[config.mk]
export PLATFORM = sky130hd
export DESIGN_NAME = sdram_tester_flat
export DESIGN_NICKNAME = d
export VERILOG_FILES = /design/src/rtl/sdram_tester_if.sv /design/src/rtl/sdram_tester.sv /design/src/flat_wrapper.sv
export SDC_FILE = /design/constraint.sdc
export NUM_CORES = 1
export LEC_CHECK = 0
export BUFFER_PORTS_ARGS = -buffer_cell sky130_fd_sc_hd__buf_4
export CORE_MARGIN = 1
export CORE_UTILIZATION = 35
export CTS_CLUSTER_DIAMETER = 40
export DETAILED_ROUTE_END_ITERATION = 8
export GPL_TIMING_DRIVEN = 0
export PLACE_DENSITY = 0.63
export REMOVE_ABC_BUFFERS = 1
export SYNTH_ARGS = -nofsm -noshare
export SYNTH_HDL_FRONTEND = slang
export SYNTH_SLANG_ARGS = --single-unit
[constraint.sdc]
create_clock -name clk -period 2.55 [get_ports clk]
set_input_delay 0.1275 -clock clk [delete_from_list [all_inputs] [get_ports clk]]
set_output_delay 0.1275 -clock clk [all_outputs]
set_load 0.02 [all_outputs]
[src/rtl/sdram_tester_if.sv]
// Client-side bus between the memory test sequencer and the SDRAM controller.
// The master drives requests; the slave acknowledges them and returns read data.
interface sdram_tester_if #(
    parameter int unsigned ADDR_WIDTH = 22
);
    logic                  req;
    logic                  ack;
    logic [ADDR_WIDTH-1:0] addr;
    logic                  rh_wl;
    logic [15:0]           data_w;
    logic [15:0]           data_r;
    logic                  data_r_en;

    modport master (
        output req, addr, rh_wl, data_w,
        input  ack, data_r, data_r_en
    );

    modport slave (
        input  req, addr, rh_wl, data_w,
        output ack, data_r, data_r_en
    );
endinterface

[src/rtl/sdram_tester.sv]
// Built-in SDRAM test sequencer: writes an address/pass-derived pattern over 0..LAST_ADDR,
// reads it back, counts mismatches and captures the first failing location.
module sdram_tester #(
    parameter int unsigned           ADDR_WIDTH = 22,
    parameter logic [ADDR_WIDTH-1:0] LAST_ADDR  = ADDR_WIDTH'(22'h3FFFFF),
    parameter int unsigned           TIMEOUT    = 16383
) (
    input  logic                  clk,
    input  logic                  reset_l,
    input  logic                  start,
    input  logic                  loop,
    output logic                  busy,
    output logic                  done,
    output logic                  timeout,
    output logic [15:0]           pass_cnt,
    output logic [15:0]           err_cnt,
    output logic [ADDR_WIDTH-1:0] first_err_addr,
    output logic [15:0]           first_err_exp,
    output logic [15:0]           first_err_act,
    sdram_tester_if.master        sdram
);

    localparam int unsigned WdW = $clog2(TIMEOUT + 1);

    localparam logic [2:0] StIdle   = 3'd0;
    localparam logic [2:0] StWrReq  = 3'd1;
    localparam logic [2:0] StWrGap  = 3'd2;
    localparam logic [2:0] StRdReq  = 3'd3;
    localparam logic [2:0] StRdWait = 3'd4;
    localparam logic [2:0] StDone   = 3'd5;

    logic [2:0]            state_q, state_d;
    logic [ADDR_WIDTH-1:0] addr_q, addr_d;
    logic                  req_q, req_d;
    logic                  rh_wl_q, rh_wl_d;
    logic [15:0]           data_w_q, data_w_d;
    logic [WdW-1:0]        wdog_q, wdog_d;
    logic                  timeout_q, timeout_d;
    logic [15:0]           pass_q, pass_d;
    logic [15:0]           err_q, err_d;
    logic [ADDR_WIDTH-1:0] fe_addr_q, fe_addr_d;
    logic [15:0]           fe_exp_q, fe_exp_d;
    logic [15:0]           fe_act_q, fe_act_d;
    logic [15:0]           exp_rd;
    logic                  wdog_hit;

    function automatic logic [15:0] pat(input logic [ADDR_WIDTH-1:0] a, input logic [7:0] p);
        logic [31:0] w;
        w = 32'(a);
        return w[15:0] ^ w[31:16] ^ {p, p};
    endfunction

    assign exp_rd   = pat(addr_q, pass_q[7:0]);
    assign wdog_hit = (wdog_q == WdW'(TIMEOUT - 1));

    always_comb begin
        state_d   = state_q;
        addr_d    = addr_q;
        req_d     = req_q;
        rh_wl_d   = rh_wl_q;
        data_w_d  = data_w_q;
        timeout_d = timeout_q;
        pass_d    = pass_q;
        err_d     = err_q;
        fe_addr_d = fe_addr_q;
        fe_exp_d  = fe_exp_q;
        fe_act_d  = fe_act_q;

        case (state_q)
            StIdle, StDone: begin
                if (start) begin
                    state_d   = StWrReq;
                    addr_d    = '0;
                    req_d     = 1'b1;
                    rh_wl_d   = 1'b0;
                    data_w_d  = pat('0, 8'h00);
                    timeout_d = 1'b0;
                    pass_d    = '0;
                    err_d     = '0;
                    fe_addr_d = '0;
                    fe_exp_d  = '0;
                    fe_act_d  = '0;
                end
            end
            StWrReq: begin
                // ack takes priority over a coincident watchdog expiry
                if (sdram.ack) begin
                    state_d = StWrGap;
                    req_d   = 1'b0;
                end else if (wdog_hit) begin
                    timeout_d = 1'b1;
                    req_d     = 1'b0;
                    state_d   = StDone;
                end
            end
            StWrGap: begin
                req_d = 1'b1;
                if (addr_q == LAST_ADDR) begin
                    addr_d  = '0;
                    rh_wl_d = 1'b1;
                    state_d = StRdReq;
                end else begin
                    addr_d   = addr_q + ADDR_WIDTH'(1);
                    rh_wl_d  = 1'b0;
                    data_w_d = pat(addr_q + ADDR_WIDTH'(1), pass_q[7:0]);
                    state_d  = StWrReq;
                end
            end
            StRdReq: begin
                if (sdram.ack) begin
                    state_d = StRdWait;
                    req_d   = 1'b0;
                end else if (wdog_hit) begin
                    timeout_d = 1'b1;
                    req_d     = 1'b0;
                    state_d   = StDone;
                end
            end
            StRdWait: begin
                if (sdram.data_r_en) begin
                    if (sdram.data_r != exp_rd) begin
                        if (err_q != 16'hFFFF) err_d = err_q + 16'd1;
                        if (err_q == '0) begin
                            fe_addr_d = addr_q;
                            fe_exp_d  = exp_rd;
                            fe_act_d  = sdram.data_r;
                        end
                    end
                    if (addr_q == LAST_ADDR) begin
                        pass_d = pass_q + 16'd1;
                        if (loop) begin
                            addr_d   = '0;
                            req_d    = 1'b1;
                            rh_wl_d  = 1'b0;
                            data_w_d = pat('0, pass_d[7:0]);
                            state_d  = StWrReq;
                        end else begin
                            state_d = StDone;
                        end
                    end else begin
                        addr_d  = addr_q + ADDR_WIDTH'(1);
                        req_d   = 1'b1;
                        rh_wl_d = 1'b1;
                        state_d = StRdReq;
                    end
                end else if (wdog_hit) begin
                    timeout_d = 1'b1;
                    state_d   = StDone;
                end
            end
            default: begin
                state_d = StIdle;
                req_d   = 1'b0;
            end
        endcase

        if (state_d != state_q) begin
            wdog_d = '0;
        end else if (state_q == StWrReq || state_q == StRdReq || state_q == StRdWait) begin
            wdog_d = wdog_q + WdW'(1);
        end else begin
            wdog_d = wdog_q;
        end
    end

    always_ff @(posedge clk or negedge reset_l) begin
        if (!reset_l) begin
            state_q   <= StIdle;
            addr_q    <= '0;
            req_q     <= 1'b0;
            rh_wl_q   <= 1'b0;
            data_w_q  <= '0;
            wdog_q    <= '0;
            timeout_q <= 1'b0;
            pass_q    <= '0;
            err_q     <= '0;
            fe_addr_q <= '0;
            fe_exp_q  <= '0;
            fe_act_q  <= '0;
        end else begin
            state_q   <= state_d;
            addr_q    <= addr_d;
            req_q     <= req_d;
            rh_wl_q   <= rh_wl_d;
            data_w_q  <= data_w_d;
            wdog_q    <= wdog_d;
            timeout_q <= timeout_d;
            pass_q    <= pass_d;
            err_q     <= err_d;
            fe_addr_q <= fe_addr_d;
            fe_exp_q  <= fe_exp_d;
            fe_act_q  <= fe_act_d;
        end
    end

    assign busy           = (state_q != StIdle) && (state_q != StDone);
    assign done           = (state_q == StDone);
    assign timeout        = timeout_q;
    assign pass_cnt       = pass_q;
    assign err_cnt        = err_q;
    assign first_err_addr = fe_addr_q;
    assign first_err_exp  = fe_exp_q;
    assign first_err_act  = fe_act_q;
    assign sdram.req      = req_q;
    assign sdram.addr     = addr_q;
    assign sdram.rh_wl    = rh_wl_q;
    assign sdram.data_w   = data_w_q;

endmodule

[src/flat_wrapper.sv]
// flat-port wrapper written by rule: the top's interface ports become plain ports
module sdram_tester_flat 
#(
    parameter int unsigned           ADDR_WIDTH = 22,
    parameter logic [ADDR_WIDTH-1:0] LAST_ADDR  = ADDR_WIDTH'(22'h3FFFFF),
    parameter int unsigned           TIMEOUT    = 16383
)
  (clk, reset_l, start, loop, busy, done, timeout, pass_cnt, err_cnt, first_err_addr, first_err_exp, first_err_act, sdram_req, sdram_addr, sdram_rh_wl, sdram_data_w, sdram_ack, sdram_data_r, sdram_data_r_en);
  sdram_tester_if #(.ADDR_WIDTH(ADDR_WIDTH)) sdram_i ();
  input  logic clk;
  input  logic reset_l;
  input  logic start;
  input  logic loop;
  output logic busy;
  output logic done;
  output logic timeout;
  output logic [15:0] pass_cnt;
  output logic [15:0] err_cnt;
  output logic [ADDR_WIDTH-1:0] first_err_addr;
  output logic [15:0] first_err_exp;
  output logic [15:0] first_err_act;
  output wire logic [$bits(sdram_i.req)-1:0] sdram_req;
  output wire logic [$bits(sdram_i.addr)-1:0] sdram_addr;
  output wire logic [$bits(sdram_i.rh_wl)-1:0] sdram_rh_wl;
  output wire logic [$bits(sdram_i.data_w)-1:0] sdram_data_w;
  input wire logic [$bits(sdram_i.ack)-1:0] sdram_ack;
  input wire logic [$bits(sdram_i.data_r)-1:0] sdram_data_r;
  input wire logic [$bits(sdram_i.data_r_en)-1:0] sdram_data_r_en;
  assign sdram_req = sdram_i.req;
  assign sdram_addr = sdram_i.addr;
  assign sdram_rh_wl = sdram_i.rh_wl;
  assign sdram_data_w = sdram_i.data_w;
  assign sdram_i.ack = sdram_ack;
  assign sdram_i.data_r = sdram_data_r;
  assign sdram_i.data_r_en = sdram_data_r_en;
  sdram_tester #(.ADDR_WIDTH(ADDR_WIDTH), .LAST_ADDR(LAST_ADDR), .TIMEOUT(TIMEOUT)) u_core (.clk(clk), .reset_l(reset_l), .start(start), .loop(loop), .busy(busy), .done(done), .timeout(timeout), .pass_cnt(pass_cnt), .err_cnt(err_cnt), .first_err_addr(first_err_addr), .first_err_exp(first_err_exp), .first_err_act(first_err_act), .sdram(sdram_i));
endmodule
Word-level counts from Yosys, hierarchy flattened
Index checks and enable logic that the tools add are counted.

Input bits: 22. Logic and storage cells: 121. ROM bits: 0. Bits in latches: 0. Memories kept: 0. Memory bits (writable): 0. Bits in registers: 144.

Div/mod/pow operators: 0. Shift operators: 0. Multiply operators: 0. Add/subtract/negate cells: 4. Bitwise logic cells: 4. Multiplexer cells: 59. $lt $le $gt $ge: 0. Reduce and logical (&&, ||, !) cells: 19. Equality and inequality tests: 23.

Operators with widths (count): 16-bit 2-to-1 mux (16); 22-bit 2-to-1 mux (8); 16-bit case mux with 2 select lines (4); 22-bit case mux with 3 select lines (1); 16-bit case mux with 3 select lines (1); 22-bit case mux with 2 select lines (1); 16-bit by 1-bit adder with 16-bit output, second input constant (2); 16-bit XOR (2); 16-bit by 6-bit XOR with 16-bit output (2); 14-bit 2-to-1 mux (2); 22-bit by 1-bit adder with 22-bit output, second input constant (1); 22-bit equality test, second input constant (1); 3-bit 2-to-1 mux (7); 16-bit logical NOT (1); 16-bit inequality test (1); 16-bit inequality test, second input constant (1); 4-bit AND reduction (4); 3-bit case mux with 5 select lines (1); 14-bit by 1-bit adder with 14-bit output, second input constant (1); 14-bit equality test, second input constant (1); 1-bit 2-to-1 mux (14); 2-bit inequality test, second input constant (6); 5-bit AND reduction (2); 3-bit nonzero test (3); 16 further kinds (26).

Longest topological paths before layout
Gate-level depths: netlist (run 1).

Depth in word-level cells: 6. Gate-level depth with buffers: 11. Depth with buffers taken out: 9.

Worst setup path after synthesis (run 1)
Ideal clock, no wire load.

Path kind: reg-to-reg. From: register u_core.addr_q[0], in the netlist u_core.sdram.addr[0]. To: register u_core.wdog_q[6]. Clock period less this slack: 2.577 ns. Buffers on the path: 2. Cell stages (with the launch flop): 11. Arrival: 2.508 ns. Slack: -0.027 ns. Required time: 2.481 ns. Cells stage by stage: dfrtp_1 -> ha_1 -> nand3_2 -> nor3_4 -> nand3_2 -> buf_6 -> or4b_4 -> o311ai_2 -> nand2_2 -> buf_6 -> nor2_2.

Longest elaborated chain between the ends: 6. Elaborated cells on any way between the ends: 8.

RTL lines: from (decl) (line sdram_tester.sv:33) `logic [ADDR_WIDTH-1:0] addr_q, addr_d;`; from (signal assigned) (line sdram_tester.sv:182) `addr_q <= addr_d;`; 22-bit equality test * (line sdram_tester.sv:98, sdram_tester.sv:129); 3-bit 2-to-1 mux (line sdram_tester.sv:129) `if (addr_q == LAST_ADDR) begin`; 3-bit 2-to-1 mux (line sdram_tester.sv:120) `if (sdram.data_r_en) begin`; 3-bit case mux with 5 select lines * (line sdram_tester.sv:69) `case (state_q)`; 3-bit inequality test * (line sdram_tester.sv:157) `if (state_d != state_q) begin`; 14-bit 2-to-1 mux or 2-bit nonzero test (tied branches); to (signal assigned) (line sdram_tester.sv:186) `wdog_q <= wdog_d;`; to (decl) (line sdram_tester.sv:37) `logic [WdW-1:0] wdog_q, wdog_d;`.

Every way passes the cells marked *; elsewhere a longest branch is shown, timed or not. A chain may end at the register's enable or synchronous reset.

Worst setup path after layout (run 1)
From: register u_core.addr_q[17], in the netlist u_core.sdram.addr[17]. To: register u_core.data_w_q[0], in the netlist u_core.sdram.data_w[0].

Longest elaborated chain between the ends: 3. Elaborated cells on any way between the ends: 4.

RTL lines: 22-bit equality test * (line sdram_tester.sv:98, sdram_tester.sv:129); 2-bit by 1-bit inequality test with 1-bit output (no source line) or 2-bit inequality test (tied branches); 6-bit AND reduction (no source line) *; to (signal assigned) (line sdram_tester.sv:185) `data_w_q <= data_w_d;`; to (decl) (line sdram_tester.sv:36) `logic [15:0] data_w_q, data_w_d;`.

Marked as above.

==> results of run 1 <==
==> stage by stage <==
stage | hold slack (ns) | cells | setup slack (ns) | TNS (ns)
after floorplan | -0.1681 | 835 | -1.803 | -145.22
after global placement | 0.3952 | 1265 | -3.549 | -377.03
after detailed placement | 0.1962 | 1272 | -1.484 | -124.32
after CTS | 0.02866 | 1353 | -0.01166 | -0.03352
after global routing | 0.06042 | 1385 | -0.07318 | -0.9020
final | 0.04578 | 1385 | 0.02736 | 0
==> cell usage in the layout, fill, tap and decap left out, types with 8 or more instances in the layout <==
cell,Yosys,layout
o31ai_1,30,30
dlygate4sd3_1,0,18
a21oi_1,42,40
dfrtp_2,0,22
nand4_1,22,22
inv_1,13,13
or3_1,16,16
nand2b_1,8,8
o21ai_1,9,16
xor2_1,37,31
nor2_1,62,56
clkbuf_16,0,18
nor2_2,10,13
nand2_1,160,160
buf_4,4,201
nand3_1,29,27
o21ai_0,91,84
and3_1,12,12
xnor2_1,44,38
dfrtp_1,144,119
==> state kept, by name, indices dropped and copies added (netlist names) <==
name and count:
u_core.first_err_act 16, u_core.sdram.addr 22, u_core.err_cnt 16, u_core.sdram.req 1, u_core.first_err_exp 16, u_core.sdram.data_w 16
u_core.sdram.rh_wl 1, u_core.state_q 3, u_core.first_err_addr 22, u_core.wdog_q 14, u_core.pass_cnt 16, u_core.timeout 1
==> logic make-up after synthesis <==
family	after synthesis
and+or+nand+nor	368
AOI/OAI and AO/OA	215
DFF	144
xor gates and xnor gates	83
buffers and inverters	80
muxes	6
adders and majority gates	6
==> critical path, cell delays in order, from the launching register on <==
cell	delay (ns)
dfrtp_2	0.52
nand4_1	0.27
nor3_4	0.27
nand3_4	0.20
o31ai_4	0.34
buf_12	0.22
a211o_4	0.22
mux2_2	0.35
==> routing by layer <==
layer / up-vias / routed length [um] / global-route usage
li1: 3528 / - / -
met3: 47 / 1767 / 0.04807
met4: 0 / 546 / 0.08033
met5: - / 0 / 0
met2: 288 / 11810 / 0.3318
met1: 3589 / 11710 / 0.3004
==> where the power goes <==
part	switching, uW	leakage (uW)	internal, uW
registers	143	0.00196	2420
clock network	1000	0.000331	1930
logic	1780	0.00255	1150
total	2920	0.00485	5500
==> synthesized netlist by cell type, types with 8 or more instances <==
library cell  count
or3_1            16
a21oi_1          42
nand3_1          29
o31ai_1          30
nor2_2           10
nand2_1         160
xor2_1           37
nor2_1           62
xnor2_1          44
nand4_1          22
inv_1            13
dfrtp_1         144
o21ai_1           9
buf_2            25
o21ai_0          91
clkbuf_1         31
and3_1           12
nand2b_1          8
==> how the worst min path moves through the flow <==
stage	to	slack (ns)	depth (start not counted)
global route	u_core.state_q[1]$_DFF_PN0_	0.06	3
finish	u_core.state_q[1]$_DFF_PN0_	0.05	3
global placement	u_core.first_err_act[0]$_DFFE_PN0P_	0.40	3
detailed placement	u_core.wdog_q[10]$_DFFE_PN0P_	0.20	1
CTS	u_core.state_q[1]$_DFF_PN0_	0.03	3
floorplan	u_core.err_cnt[0]$_DFFE_PN0P_	-0.17	0
==> final cells by class <==
type	count	share of cell area
clock buffers	21	0.04341
clock inverters	10	0.01854
inverters	13	0.004409
multi-input cells	682	0.3928
flip-flops and latches	144	0.3291
well taps	280	0.03166
repair buffers	235	0.1801
==> repair_timing <==
action | 4_1_cts | 5_1_grt
hold endpoints to repair | 85 | 0
buffers inserted | 27 | 31
gates resized for setup | 47 | 50
hold buffers | 18 | 0
pin swaps | 10 | 9
endpoints found under the setup margin | 140 | 107
cloned | 5 | 2
==> impl_metrics.yaml, run 1 <==
status:
  outcome: "finished with violations"
  failed_checks: "design-rule violations"
detailed_routing:
  ant_nets: 0
  wl_um: 25830
  drt-wirelength-per-cell_um: 18.65
  vias_per_cell: 5.381
  first_pass_iters: 7
  vias: 7452
  drtIter0Drc: 632
  drc_errors: 13
critical_path:
  endpoint_kind: "flop"
  worstPathRequired_ns: 2.87
  crit_start: "u_core.sdram.addr[17]$_DFFE_PN0P_"
  cp-endpoint: "u_core.sdram.data_w[0]$_DFFE_PN0P_"
  startpoint_type: "flop"
  worstSetupPathType: "reg -> reg"
  rr_worst_depth: 7
  r2r-start: "u_core.sdram.addr[17]$_DFFE_PN0P_"
  reg2reg_to: "u_core.sdram.data_w[0]$_DFFE_PN0P_"
  r2r_slack_ns: 0.03
  worstPathArrival_ns: 2.84
  cp_max_fo: 26
yosys:
  yosysWarnings: 0
  muxShareOfSynthArea: 0.007895
  synth.distinct_cells: 67
  synth_cells: 902
  synth-simple-area-share: 0.2241
  seq_area_frac_synth: 0.4548
  synth_top_family_by_area: "simple AND/OR/NAND/NOR gates"
  synth_top_area_cell: "dfrtp_1"
  synthAdderAreaFrac: 0.009474
  synth_xor_area_frac: 0.09364
  synth_compound_area_frac: 0.1634
  synth_edf_count: 0
  synthArstFlopShare: 1.000
  synth.ff_latch_count: 144
  syn_area_um2: 7924
  synth_flop_cell: "dfrtp_1"
  synth_area_leaders: "dfrtp_1 (45%), nand2_1 (7.6%), o21ai_0 (5.7%), xnor2_1 (4.9%), xor2_1 (4.1%)"
  syn_avg_cell_area_um2: 8.785
  yosysTopAreaCellShare: 0.4548
clock_network:
  cts_root_buf: "clkbuf_16"
  numCtsBuffers: 17
  clock_latency_ns: 0.43
  cts_tree: "built"
  clockBufferDepth: 2
  cts_sinks: 144
  cts.clk_slew.worst_paths_ns: 0.06
  cts_htree_levels: 4
hold_path:
  hold_path_startpoint: "sdram_data_r_en"
  hold_class: "in -> reg"
timing:
  finalCritPeriodShare: 0.9893
  relSlewSlack: 0.5261
  grt_setup_unrepaired: "yes"
  slew_viol_final: 0
  fin_crit_ns: 2.523
  max_freq_ghz: 0.3964
  finClkSkew_ns: 0.01122
  hold_violations: 0
  setup_viol: 0
  worst_slew_pin_slew_ns: 0.7108
cells_and_area:
  nFillCells: 2042
  drive_above_1_share: 0.3122
  area_growth_pct: 39.67
  multiInputGateArea_um2: 4347
  finalInstanceArea_um2: 11070
  postLayoutCoreUtil: 0.5024
  fin_nets: 1121
  regArea_um2: 3642
  antennaDiodeCount: 0
grt:
  grt_first_pass_wirelength_um: 39550
  grt_use_total: 0.2169
  grt_overflow_total: 0
  grt_max_degree: 77
  first_global_vias: 6936
  antenna_found_initial: 0
pwr:
  power_leakage_uw: 0.004846
  power_uw: 8419
  power_density_nw_per_um2: 760.8
  ir_worst_vdd_mv: 0.3553
place:
  portBuffers: 150
  dp_hpwl_um: 15700
  place_congestion: 0.8586
  placed_area_um2: 9248
floorplan:
  design.die.area_um2: 23250
  initial_core_util: 0.3597
  rows: 54
  die_h_um: 152.5
  core_um2: 22030
  fp.dieW_um: 152.5
  io-pin-count: 151
job:
  maxCapViolations: 0
Power figures use the tool's default switching activity.
==> inputs of run 2 (changes only) <==
--- a/config.mk
+++ b/config.mk
@@ -6,6 +6,7 @@
 export NUM_CORES = 1
 export LEC_CHECK = 0
 export BUFFER_PORTS_ARGS = -buffer_cell sky130_fd_sc_hd__buf_4
+export CORE_ASPECT_RATIO = 2
 export CORE_MARGIN = 1
 export CORE_UTILIZATION = 35
 export CTS_CLUSTER_DIAMETER = 40
==> impl_metrics.yaml, run 2 (synthesized netlist as in run 1, its figures left out) <==
critical_path:
  startpoint_type: "flop"
  worstPathArrival_ns: 2.96
  worstSetupPathType: "reg -> reg"
  slowest_delay_ns: 0.51
  cpMaxStageDelayCell: "dfrtp_4"
  cp_max_fo: 5
  endpoint_kind: "flop"
  crit_path_cell_trace: "or3b_4 > a21oi_4 > nor4b_4 > nand4_1 > buf_6 > o21ai_4 > buf_12 > buf_12 > clkbuf_16 > o41ai_2"
  crit_path_frequent_cell: "buf_12"
  worstPathRequired_ns: 2.85
pwr:
  power_uw: 8479
  p_sw_frac: 0.3686
  power_density_nw_per_um2: 757.6
  power_leakage_uw: 0.004862
  intPower_uw: 5354
  p_seq_frac: 0.300
  pwr-share-clk: 0.320
  ir_worst_vdd_mv: 0.5056
  p_sw_uw: 3125
  p_comb_frac: 0.380
status:
  outcome: "finished with violations"
  failed_checks: "negative setup slack"
cells_and_area:
  mostFrequentLayoutCell: "buf_4"
  antennaDiodeCount: 0
  nFillCells: 2075
  drive_above_1_share: 0.3288
  regArea_um2: 3642
  area_growth_pct: 41.24
  multiInputGateArea_um2: 4458
  layout_common_cells: "buf_4 (191), nand2_1 (146), dfrtp_1 (119)"
  fin_nets: 1119
  finalInstanceArea_um2: 11190
detailed_routing:
  first_pass_iters: 5
  drtIter0Drc: 469
  ant_nets: 0
  vias_per_cell: 5.480
  drc_errors: 0
  drt-wirelength-per-cell_um: 19.96
  vias: 7562
  wl_um: 27550
clock_network:
  clockBufferDepth: 2
  clock_latency_ns: 0.43
  cts_sinks: 144
  cts.clk_slew.worst_paths_ns: 0.06
  cts_htree_levels: 4
  cts_tree: "built"
  numCtsBuffers: 17
  cts_root_buf: "clkbuf_16"
floorplan:
  design.die.area_um2: 23280
  fp.dieW_um: 108.4
  core_um2: 22160
  initial_core_util: 0.3576
  rows: 77
  io-pin-count: 151
  die_h_um: 214.8
grt:
  grt_overflow_total: 0
  grt_use_total: 0.2397
  antenna_found_initial: 0
  first_global_vias: 7322
  grt_max_degree: 94
  grt_first_pass_wirelength_um: 41860
timing:
  worst_slew_pin_slew_ns: 0.9431
  hold_violations: 0
  setup_viol: 43
  grt_setup_unrepaired: "yes"
  finClkSkew_ns: 0.01074
  fin_crit_ns: 2.659
  setup_slack_ns: -0.1089
  tns_ns: -2.210
  finalCritPeriodShare: 1.043
  relSlewSlack: 0.3706
  max_freq_ghz: 0.3761
  slew_viol_final: 0
place:
  place_congestion: 0.8504
  placed_area_um2: 9243
  portBuffers: 150
  pre_cts_slack_ns: -1.974
  dp_hpwl_um: 17680
hold_path:
  hold_class: "in -> reg"
job:
  maxCapViolations: 0
-- run 2: worst paths after layout --
path	startpoint	to	slack, ns	depth (start not counted)
setup / recovery	u_core.state_q[0]$_DFF_PN0_	u_core.first_err_exp[1]$_DFFE_PN0P_	-0.11	10
hold / removal	sdram_data_r_en	u_core.state_q[1]$_DFF_PN0_	0.07	3
setup reg to reg	u_core.state_q[0]$_DFF_PN0_	u_core.first_err_exp[1]$_DFFE_PN0P_	-0.11	10
hold reg to reg	u_core.first_err_exp[15]$_DFFE_PN0P_	u_core.first_err_exp[15]$_DFFE_PN0P_	0.48	2
max in group asynchronous	reset_l	u_core.state_q[2]$_DFF_PN0_	1.42	3
min in group asynchronous	reset_l	u_core.first_err_exp[13]$_DFFE_PN0P_	0.22	2
-- run 2: critical path, delay by kind of cell (launching register included) --
kind / cells / cell delay, ns
and+or+nand+nor: 3 / 0.96
buffers and inverters: 4 / 0.64
DFF: 1 / 0.51
AOI/OAI and AO/OA: 3 / 0.42
-- run 2: per-stage QoR --
step / hold WS [ns] / util / instances
floorplan: -0.1681 / - / 835
global placement: 0.3874 / 0.4095 / 1261
detailed placement: 0.1152 / 0.4171 / 1268
CTS: 0.03773 / 0.4831 / 1350
global route: 0.05295 / 0.5051 / 1380
finish: 0.07270 / 0.5051 / 1380
-- run 2: cell type report --
type                            instances  area share
Timing Repair Buffer                  233      0.1841
Multi-Input combinational cell        682      0.3983
Inverter                               13    0.004360
Sequential cell                       144      0.3254
Tap cell                              276     0.03086
Clock buffer                           20     0.04080
Clock inverter                         12     0.01610
-- run 2: power by group through the flow --
stage | Combinational, uW | Clock [uW] | Sequential, uW
after floorplan | 1110 | 0 | 2710
after global placement | 1930 | 0 | 2650
after detailed placement | 2100 | 0 | 2660
after CTS | 2910 | 2770 | 2540
after global routing | 3420 | 2850 | 2560
final | 3220 | 2710 | 2550
-- run 2: repair_timing --
| item | 4_1_cts | 5_1_grt |
|---|---|---|
| endpoints found under the setup margin | 141 | 117 |
| buffers inserted | 26 | 30 |
| resized for setup | 71 | 79 |
| cloned | 7 | 3 |
| endpoints found under the hold margin | 67 | 0 |
| pin swaps | 9 | 30 |
| hold buffers | 17 | 0 |
-- run 2: per-layer routing --
metal | global-route usage | part of all wire
met4 | 0.1464 | 0.057
met1 | 0.2603 | 0.36
met3 | 0.04095 | 0.047
met5 | 0 | 0
met2 | 0.4231 | 0.54
